`src/rtl/pc_sequencer.sv`:
```
// Program-counter sequencer: fetch -> execute -> commit (PC+4 / branch / trap) with a defined exit
// from every state encoding. Define FETCH_TIMEOUT_EN to add a fetch-wait watchdog that traps with cause 10.
module pc_sequencer #(
    parameter logic [31:0] RESET_VECTOR   = 32'h0000_0000,
    parameter logic [31:0] TRAP_VECTOR    = 32'h0000_0100,
    parameter logic [31:0] HALT_ADDR      = 32'h0000_004C,
    parameter int unsigned TIMEOUT_CYCLES = 16
) (
    input  logic        clk,
    input  logic        rst_n,
    input  logic        start,
    input  logic [31:0] pc,
    output logic        fetch_req,
    output logic [31:0] fetch_addr,
    input  logic        fetch_ack,
    input  logic        exec_done,
    input  logic        branch_taken,
    input  logic [31:0] branch_target,
    output logic        pc_en,
    output logic        pc_src,
    output logic [31:0] pc_target,
    output logic        halted,
    output logic        trap,
    output logic [1:0]  trap_cause,
    output logic [2:0]  state
);
    // state  | meaning
    // IDLE   | waiting for start
    // FETCH  | fetch request at pc, or halt if pc is HALT_ADDR
    // EXEC   | waiting for execute completion, capture branch result
    // UPDATE | load pc with PC+4 or branch target
    // TRAP   | load pc with TRAP_VECTOR, pulse trap
    // HALT   | absorbing until reset
    // 6, 7   | illegal, outputs quiet, return to IDLE
    localparam logic [2:0] S_IDLE   = 3'd0;
    localparam logic [2:0] S_FETCH  = 3'd1;
    localparam logic [2:0] S_EXEC   = 3'd2;
    localparam logic [2:0] S_UPDATE = 3'd3;
    localparam logic [2:0] S_TRAP   = 3'd4;
    localparam logic [2:0] S_HALT   = 3'd5;

    if (TRAP_VECTOR[1:0] != 2'b00) begin : g_trap_vector_check
        $error("pc_sequencer: TRAP_VECTOR must be word aligned");
    end
    if (TIMEOUT_CYCLES < 2 || TIMEOUT_CYCLES > 255) begin : g_timeout_check
        $error("pc_sequencer: TIMEOUT_CYCLES must be within 2..255");
    end

    logic [2:0]  state_q, state_d;
    logic        taken_q;
    logic [31:0] target_q;
    logic [1:0]  cause_q;
    logic        at_halt, misaligned, timeout_hit;

    assign at_halt    = (pc == HALT_ADDR);
    assign misaligned = branch_taken && (branch_target[1:0] != 2'b00);

`ifdef FETCH_TIMEOUT_EN
    logic [7:0] tmo_cnt_q;

    // Held at zero outside FETCH, so every FETCH visit starts a fresh count.
    always_ff @(posedge clk or negedge rst_n) begin
        if (!rst_n) begin
            tmo_cnt_q <= 8'd0;
        end else if (state_q != S_FETCH) begin
            tmo_cnt_q <= 8'd0;
        end else if (!fetch_ack) begin
            tmo_cnt_q <= tmo_cnt_q + 8'd1;
        end
    end

    assign timeout_hit = (tmo_cnt_q == 8'(TIMEOUT_CYCLES - 1));
`else
    assign timeout_hit = 1'b0;
`endif

    always_ff @(posedge clk or negedge rst_n) begin
        if (!rst_n) begin
            state_q <= S_IDLE;
        end else begin
            state_q <= state_d;
        end
    end

    always_comb begin
        state_d = S_IDLE;
        case (state_q)
            S_IDLE:   state_d = start ? S_FETCH : S_IDLE;
            S_FETCH: begin
                if (at_halt)          state_d = S_HALT;
                else if (fetch_ack)   state_d = S_EXEC;
                else if (timeout_hit) state_d = S_TRAP;
                else                  state_d = S_FETCH;
            end
            S_EXEC: begin
                if (exec_done) state_d = misaligned ? S_TRAP : S_UPDATE;
                else           state_d = S_EXEC;
            end
            S_UPDATE: state_d = S_FETCH;
            S_TRAP:   state_d = S_FETCH;
            S_HALT:   state_d = S_HALT;
            default:  state_d = S_IDLE;
        endcase
    end

    always_ff @(posedge clk or negedge rst_n) begin
        if (!rst_n) begin
            taken_q  <= 1'b0;
            target_q <= 32'h0;
            cause_q  <= 2'b00;
        end else begin
            if (state_q == S_EXEC && exec_done) begin
                taken_q  <= branch_taken;
                target_q <= branch_target;
                if (misaligned) cause_q <= 2'b01;
            end
            if (state_q == S_FETCH && !at_halt && !fetch_ack && timeout_hit) begin
                cause_q <= 2'b10;
            end
        end
    end

    always_comb begin
        fetch_req  = 1'b0;
        fetch_addr = 32'h0;
        pc_en      = 1'b0;
        pc_src     = 1'b0;
        pc_target  = 32'h0;
        halted     = 1'b0;
        trap       = 1'b0;
        trap_cause = 2'b00;
        case (state_q)
            S_IDLE: begin
                pc_target  = target_q;
                trap_cause = cause_q;
            end
            S_FETCH: begin
                fetch_req  = !at_halt;
                fetch_addr = at_halt ? 32'h0 : pc;
                pc_target  = target_q;
                trap_cause = cause_q;
            end
            S_EXEC: begin
                pc_target  = target_q;
                trap_cause = cause_q;
            end
            S_UPDATE: begin
                pc_en      = 1'b1;
                pc_src     = taken_q;
                pc_target  = target_q;
                trap_cause = cause_q;
            end
            S_TRAP: begin
                pc_en      = 1'b1;
                pc_src     = 1'b1;
                pc_target  = TRAP_VECTOR;
                trap       = 1'b1;
                trap_cause = cause_q;
            end
            S_HALT: begin
                halted     = 1'b1;
                pc_target  = target_q;
                trap_cause = cause_q;
            end
            default: ;
        endcase
    end

    assign state = state_q;

`ifndef SYNTHESIS
    logic first_fetch_q;

    always_ff @(posedge clk or negedge rst_n) begin
        if (!rst_n) begin
            first_fetch_q <= 1'b1;
        end else if (state_q == S_FETCH) begin
            first_fetch_q <= 1'b0;
        end
    end

    always_ff @(posedge clk) begin
        if (rst_n && first_fetch_q && state_q == S_FETCH) begin
            assert (pc == RESET_VECTOR)
            else $error("pc_sequencer: first fetch after reset is not at RESET_VECTOR");
        end
    end
`endif
endmodule
```
`config.mk`:
```
export PLATFORM = sky130hd
export DESIGN_NAME = pc_sequencer
export DESIGN_NICKNAME = d
export VERILOG_FILES = /design/src/rtl/pc_sequencer.sv
export SDC_FILE = /design/constraint.sdc
export NUM_CORES = 1
export LEC_CHECK = 0
export CAP_MARGIN = 15
export CORE_ASPECT_RATIO = 1.2
export CORE_MARGIN = 2
export CORE_UTILIZATION = 35
export CTS_CLUSTER_SIZE = 20
export DETAILED_ROUTE_END_ITERATION = 16
export PLACE_DENSITY = 0.81
export SLEW_MARGIN = 30
export SYNTH_ARGS = -nofsm -noshare
export SYNTH_HDL_FRONTEND = slang
export SYNTH_SLANG_ARGS = --single-unit
```
`constraint.sdc`:
```
create_clock -name clk -period 2.2 [get_ports clk]
set_clock_uncertainty 0.2 [all_clocks]
set_input_delay 0.44 -clock clk [delete_from_list [all_inputs] [get_ports clk]]
set_output_delay 0.44 -clock clk [all_outputs]
set_load 0.05 [all_outputs]
```
# After elaboration in Yosys (flattened, before gate mapping)

Cells that the tools add are included.

Divide/modulo/power cells: 0
Equality and inequality tests: 6
Add/subtract/negate cells: 0
$mul: 0
Shifts and indexed selects: 0
Reductions and logical operators: 9
Order comparisons: 0
Muxes and demuxes: 15
Bitwise operators: 0

Operators by type and width:

| kind                | count |
|---|---|
| $mux 32             | 2 |
| $pmux 32 s2         | 1 |
| $eq 32x7->1 const B | 1 |
| $pmux 3 s5          | 1 |
| $mux 3              | 3 |
| $eq 3x2->1 const B  | 2 |
| $eq 3x3->1 const B  | 2 |
| $mux 1              | 6 |
| $reduce_or 6->1     | 1 |
| $reduce_or 5->1     | 1 |
| $eq 3x1->1 const B  | 1 |
| $logic_not 3->1     | 1 |
| $logic_and 1x1->1   | 2 |
| $mux 2              | 1 |
| $pmux 1 s2          | 1 |
| $reduce_and 2->1    | 1 |
| $reduce_bool 2->1   | 1 |
| $reduce_or 2->1     | 1 |
| $logic_not 1->1     | 1 |

Output and inout bits: 74
Memories: 0
Bits in writable memories: 0
Register bits after elaboration: 37
ROM bits: 0
Bits of input ports: 70
Bits in latches: 0

# Depth between registers and ports, before layout

Gate-level depths: netlist of run 1.

Word-level depth: 5
Gate-level depth with buffers: 6
Mapped depth without buffers: 4

# Least setup slack after synthesis of run 1

OpenSTA, ideal clock, no wires.

Kind: register to output
From: register state_q[2], in the netlist state[2]
To: output port pc_src
Cell stages (with the launch flop): 4
Setup slack: -1.216 ns
Arrival: 2.776 ns
Cells stage by stage: dfrtp_1 > clkbuf_1 > nor3b_1 > o21bai_1

Cells in the longest elaborated chain, start to end: 2
Elaborated cells on any way between the ends: 3
Those cells by class: 2 x eq/ne; 1 x mux

Ends and longest elaborated chain:

| item                                     | RTL line | RTL |
|---|---|---|
| start, declared                          | 49       | `logic [2:0] state_q, state_d;` |
| start signal, assigned                   | 81       | `state_q <= state_d;` |
| $eq 3x3->1 or $eq 3x2->1 (tied branches) | 132      | `case (state_q)` |
| $pmux 1 s2 *                             | 132      |  |
| end, declared                            | 20       | `output logic pc_src,` |

Every way passes the cells marked *; elsewhere a longest branch is shown, timed or not.

# Final worst setup path of run 1

From: input port pc[16]
To: output port fetch_addr[14]

Cells in the longest elaborated chain, start to end: 3

Ends and longest elaborated chain:

| item            | RTL line | RTL |
|---|---|---|
| start, declared | 12       | `input logic [31:0] pc,` |
| $eq 32x7->1     | 55       | `assign at_halt = (pc == HALT_ADDR);` |
| $mux 32         | 139      | `fetch_addr = at_halt ? 32'h0 : pc;` |
| $mux 32         | 132      |  |
| end, declared   | 14       | `output logic [31:0] fetch_addr,` |

Every way passes these cells.

==> results of run 1 <==
[kinds of logic (layout without fill, tap and decap cells)]
group                  after synthesis  in the layout  share of synthesized area (%)
AND/OR/NAND/NOR                     89             89                           27.3
flip-flops                          37             37                           45.1
AO/OA/AOI/OAI                       14             19                           4.57
other                                1              1                          0.183
multiplexers                        32             32                           17.6
buffers and inverters               14            172                           5.31
[what timing repair did]
item | CTS | global route
setup buffers | 6 | 3
resized for setup | 239 | 18
cloned | 5 | 0
pin swaps | 49 | 13
setup endpoints to repair | 60 | 62
[where the power goes]
group	internal [mW]	switching, mW	total (mW)
Sequential	1.02	0.152	1.17
Clock	0.254	0.244	0.498
Combinational	2.94	3.31	6.25
[registers in the layout, indices dropped and copies added (netlist names)]
register / count
cause_q: 1
state: 3
taken_q: 1
target_q: 32
[routing by layer]
layer	share of wire, %	vias to the layer above	GRT usage [%]
met2	54	122	43.7
met4	2.5	0	8.93
met5	0	-	0
met1	36	1051	26.9
li1	-	962	-
met3	8.1	18	7.83
[worst paths after layout]
check,cells after the start,to,startpoint
min in group clk,1,cause_q[0],cause_q[0]
min reg2reg,1,cause_q[0],cause_q[0]
min,1,target_q[31],rst_n
max,7,fetch_addr[14],pc[16]
max in group asynchronous,1,state[1],rst_n
max reg2reg,6,target_q[0],state[2]
[through the flow]
stage / area, µm² / setup WS [ns] / utilization, % / setup TNS, ns / power [mW]
global route: 4560 / -0.346 / 80.4 / -10.39 / 8.22
detailed placement: 3950 / -0.802 / 69.7 / -26.01 / 6.63
finish: 4560 / -0.315 / 80.4 / -9.32 / 7.92
global placement: 3950 / -0.711 / 69.7 / -22.98 / 6.54
floorplan: 2140 / -0.0588 / - / -0.122 / 4.35
CTS: 4490 / -0.0997 / 79.1 / -2.68 / 7.82
[worst reg2reg max path, stage by stage, from the launching register on]
cell and delay [ns]:
dfrtp_2 0.44, buf_8 0.14, buf_4 0.15, nor3b_2 0.17, and2_2 0.23, buf_12 0.18
mux2_2 0.35
[cells in the final DEF, fill, tap and decap left out, types with 3 or more instances in the layout]
cell / count
buf_12: 40
and2_1: 28
clkdlybuf4s15_1: 3
o21ai_0: 3
mux2_2: 26
dfrtp_2: 3
nor4_2: 4
and2_4: 36
clkbuf_8: 6
buf_8: 35
buf_6: 13
buf_4: 17
o21a_4: 6
a21oi_1: 3
buf_2: 14
mux2_1: 6
clkdlybuf4s50_1: 36
dfrtp_1: 34
[layout make-up]
class	count	area share [%]
inverter	2	0.165
multi-input combinational	141	29.2
clock buffer	6	1.81
timing repair buffer	162	45.9
tap	80	2.20
clock inverter	2	0.302
sequential	37	20.4
==> results.sh, run 1 <==
export IMPL_wl_per_cell_um=18.8
export IMPL_io_buffers=142
export IMPL_cp_max_fo=8
export IMPL_max_cap_violations=0
export IMPL_hold_class="input port to async pin"
export IMPL_hold_violations=0
export IMPL_power_density_nw_per_um2=1740
export IMPL_finalHoldWorstSlack_ns=0.0404
export IMPL_path_class="input port to primary output"
export IMPL_drive_above_1_share_pct=62.6
export IMPL_finalNetCount=419
export IMPL_die_y_um=87.9
export IMPL_via_per_inst=5.01
export IMPL_rsz0062_at_grt="true"
export IMPL_cp_end_kind="primary output"
export IMPL_crit_slowest_cell="nor4_2"
export IMPL_worst_slew_pin_slew_ns=0.813
export IMPL_syn_to_final_growth_pct=122
export IMPL_dp_cells=408
export IMPL_start_util_pct=36.2
export IMPL_cts_htree_levels=2
export IMPL_regArea_um2=930
export IMPL_grt_total_usage_pct=24.5
export IMPL_netlist_top_cells_area="dfrtp_1 (45%), and2_1 (20%), mux2_2 (14%)"
export IMPL_diodes=0
export IMPL_synth_most_common_cell="and2_1"
export IMPL_hold_buffers=0
export IMPL_num_io_pins=144
export IMPL_totalWireLength_um=8080
export IMPL_clk_latency_ns=0.28
export IMPL_setup_viol=33
export IMPL_peakVddDrop_mv=1.09
export IMPL_crit_buf_inv=3
export IMPL_ys_warnings_count=0
export IMPL_netlist_area_um2=2050
export IMPL_critPathTopFamily="simple AND/OR/NAND/NOR gates"
export IMPL_dp_hpwl_um=4720
export IMPL_grt_pass1_vias=2342
export IMPL_row_count=30
export IMPL_multi_input_area_um2=1330
export IMPL_synth_edff_count=0
export IMPL_yosysTopAreaCellShare_pct=45.1
export IMPL_overflow=0
export IMPL_period_minus_slack_ns=2.51
export IMPL_crit_chain="clkdlybuf4s15_1 -> nor4_2 -> nand4_1 -> buf_4 -> o21a_4 -> and2_4 -> buf_8"
export IMPL_status="finished with violations"
export IMPL_drv_slew=0
export IMPL_period_share_pct=114
export IMPL_fin_cells=430
export IMPL_antenna_found_initial=0
export IMPL_rrSetupSlack_ns=0.22
export IMPL_drt_iter0_drc=124
export IMPL_cp_data_required_time_ns=1.56
export IMPL_syn_area_per_cell_um2=11.0
export IMPL_slew_headroom_pct=45.8
export IMPL_syn_inst=187
export IMPL_gp_congestion=0.716
export IMPL_ys_types=30
export IMPL_ant_nets=0
export IMPL_finalWorstSetupSlack_ns=-0.315
export IMPL_die_x_um=73.9
export IMPL_synth_top_cell_by_area="dfrtp_1"
export IMPL_arrival_ns=1.87
export IMPL_crit_path_start_kind="input port"
export IMPL_grt_max_degree=37
export IMPL_clockBufferDepth=2
export IMPL_die_area_um2=6490
export IMPL_clock_sinks=37
export IMPL_synth_fp_nets=257
export IMPL_clockRootBuffer="clkbuf_8"
export IMPL_post_route_drc_count=0
export IMPL_vias=2153
export IMPL_nFillCells=312
export IMPL_core_um2=5670
export IMPL_async_flop_share_pct=100
export IMPL_grt_pass1_wl_um=12100
export IMPL_timing_fmax_mhz=398
export IMPL_synth_seq_area_share_pct=45.1
export IMPL_synth_ff_type="dfrtp_1"
export IMPL_cts_tree="done"
export IMPL_max_stage_delay_ns=0.25
export IMPL_violations="setup timing"
export IMPL_ys_ff_latch=37
export IMPL_firstDrtPassIters=4
export IMPL_synth_commonest_cells="and2_1 (65), dfrtp_1 (37), mux2_2 (26)"
export IMPL_cellLeakagePower_nw=2.01
export IMPL_cts_buffers=5
export IMPL_clkSlewWorstSetupHoldPaths_ns=0.08
(Power assumes the default switching activity.)
==> run 2: changes to the inputs <==
- CORE_ASPECT_RATIO: 1.2 -> 0.9
==> results.sh, run 2 (synthesized netlist as in run 1, its figures left out) <==
export IMPL_via_per_inst=4.98
export IMPL_max_stage_delay_ns=0.28
export IMPL_clockRootBuffer="clkbuf_8"
export IMPL_crit_chain="buf_2 -> nor4_4 -> nand4_1 -> buf_6 -> o21a_4 -> and2_4 -> buf_8"
export IMPL_clk_latency_ns=0.28
export IMPL_die_area_um2=6490
export IMPL_drv_slew=0
export IMPL_swShare_pct=46.7
export IMPL_finalWorstSetupSlack_ns=-0.174
export IMPL_clock_sinks=37
export IMPL_timing_fmax_mhz=421
export IMPL_syn_to_final_growth_pct=123
export IMPL_nFillCells=324
export IMPL_start_util_pct=36.3
export IMPL_grt_pass1_wl_um=12000
export IMPL_crit_slowest_cell="nor4_4"
export IMPL_status="finished with violations"
export IMPL_top_register="target_q"
export IMPL_num_io_pins=144
export IMPL_violations="hold timing, setup timing"
export IMPL_firstDrtPassIters=4
export IMPL_rsz0062_at_grt="true"
export IMPL_finalHoldWorstSlack_ns=-0.00854
export IMPL_power_density_nw_per_um2=1720
export IMPL_comb_power_share_pct=79.6
export IMPL_final_common_cell="buf_12"
export IMPL_cts_buffers=5
export IMPL_io_buffers=142
export IMPL_finalNetCount=420
export IMPL_gp_congestion=0.794
export IMPL_drive_above_1_share_pct=62.4
export IMPL_dp_slack_ns=-0.732
export IMPL_cts_htree_levels=2
export IMPL_wl_per_cell_um=18.7
export IMPL_hold_violations=8
export IMPL_largest_register_ff_count=32
export IMPL_hold_class="input port to async pin"
export IMPL_max_cap_violations=0
export IMPL_dp_hpwl_um=4840
export IMPL_power_mw=7.88
export IMPL_final_cell_mix="buf_12 (39), and2_4 (38), clkdlybuf4s50_1 (36), buf_8 (35), dfrtp_1 (34)"
export IMPL_peakVddDrop_mv=1.16
export IMPL_seq_power_share_pct=14.8
export IMPL_grt_total_usage_pct=23.5
export IMPL_p_sw_mw=3.68
export IMPL_overflow=0
export IMPL_p_int_mw=4.20
export IMPL_totalWireLength_um=7880
export IMPL_hold_buffers=0
export IMPL_vias=2096
export IMPL_cp_data_required_time_ns=1.56
export IMPL_cts_tree="done"
export IMPL_cp_end_kind="primary output"
export IMPL_antenna_found_initial=0
export IMPL_crit_path_start_kind="input port"
export IMPL_cp_max_fo=8
export IMPL_diodes=0
export IMPL_drt_iter0_drc=85
export IMPL_clockBufferDepth=2
export IMPL_die_x_um=84.7
export IMPL_row_count=26
export IMPL_pwr_share_clk_pct=5.6
export IMPL_grt_pass1_vias=2337
export IMPL_grt_max_degree=38
export IMPL_path_class="input port to primary output"
export IMPL_die_y_um=76.6
export IMPL_clkSlewWorstSetupHoldPaths_ns=0.07
export IMPL_period_share_pct=108
export IMPL_ant_nets=0
export IMPL_period_minus_slack_ns=2.37
export IMPL_post_route_drc_count=0
export IMPL_arrival_ns=1.73
export IMPL_setup_viol=33
export IMPL_cellLeakagePower_nw=2.02
export IMPL_core_um2=5660
-- run 2: cell count changes in the layout (fill, tap and decap cells not counted), sizes merged --
cell / delta
clkdlybuf4s15: -1
buf: +3
clkinv: -2
clkbuf: +1
-- run 2: layout make-up --
type	count	area, µm²	share of cell area [%]
repair buffers	163	2110	46.1
flip-flops and latches	37	930	20.3
multi-input cells	141	1360	29.7
well taps	70	87.6	1.92
clock buffers	8	80.1	1.75
inverters	2	7.51	0.164
-- run 2: power by group through the flow --
stage | clock network [mW] | registers (mW) | logic, mW
floorplan | 0 | 1.22 | 3.13
global placement | 0 | 1.14 | 5.39
detailed placement | 0 | 1.17 | 5.46
CTS | 0.458 | 1.16 | 6.14
global route | 0.493 | 1.21 | 6.47
finish | 0.442 | 1.16 | 6.27
-- run 2: worst paths after layout --
kind | depth (start not counted) | to | start | slack, ns
hold reg to reg | 1 | cause_q[0] | cause_q[0] | 0.26
setup reg to reg | 5 | target_q[6] | state[2] | 0.26
min in group clk | 1 | cause_q[0] | cause_q[0] | 0.26
setup / recovery | 7 | fetch_addr[28] | pc[24] | -0.17
hold / removal | 2 | target_q[30] | rst_n | -0.009
max in group asynchronous | 2 | state[2] | rst_n | 1.46
-- run 2: per-stage QoR --
stage	setup TNS (ns)	std cells	cell area (µm²)	utilization, %
floorplan	-0.122	187	2140	-
global placement	-22.94	399	3930	69.5
detailed placement	-23.63	399	3930	69.5
CTS	-2.35	417	4440	78.4
global route	-6.41	421	4570	80.7
finish	-4.91	421	4570	80.7
-- run 2: routing by layer --
metal  vias up  part of all wire (%)  track usage [%]
met5         -                     0                0
met4         0                   2.0             7.78
met3        14                   5.2             5.20
met2        79                    54             41.8
met1      1036                    38             27.8
li1        967                     -                -
-- run 2: worst max-delay path: cells and delay by family --
kind            cells  cell delay, ns
buf+inv             3            0.44
simple gates        3            0.59
compound gates      1            0.26
-- run 2: what timing repair did --
item / CTS / global route
setup buffers: 5 / 3
pin swaps: 49 / 10
gates cloned: 5 / 1
resized for setup: 238 / 26
setup endpoints to repair: 33 / 66
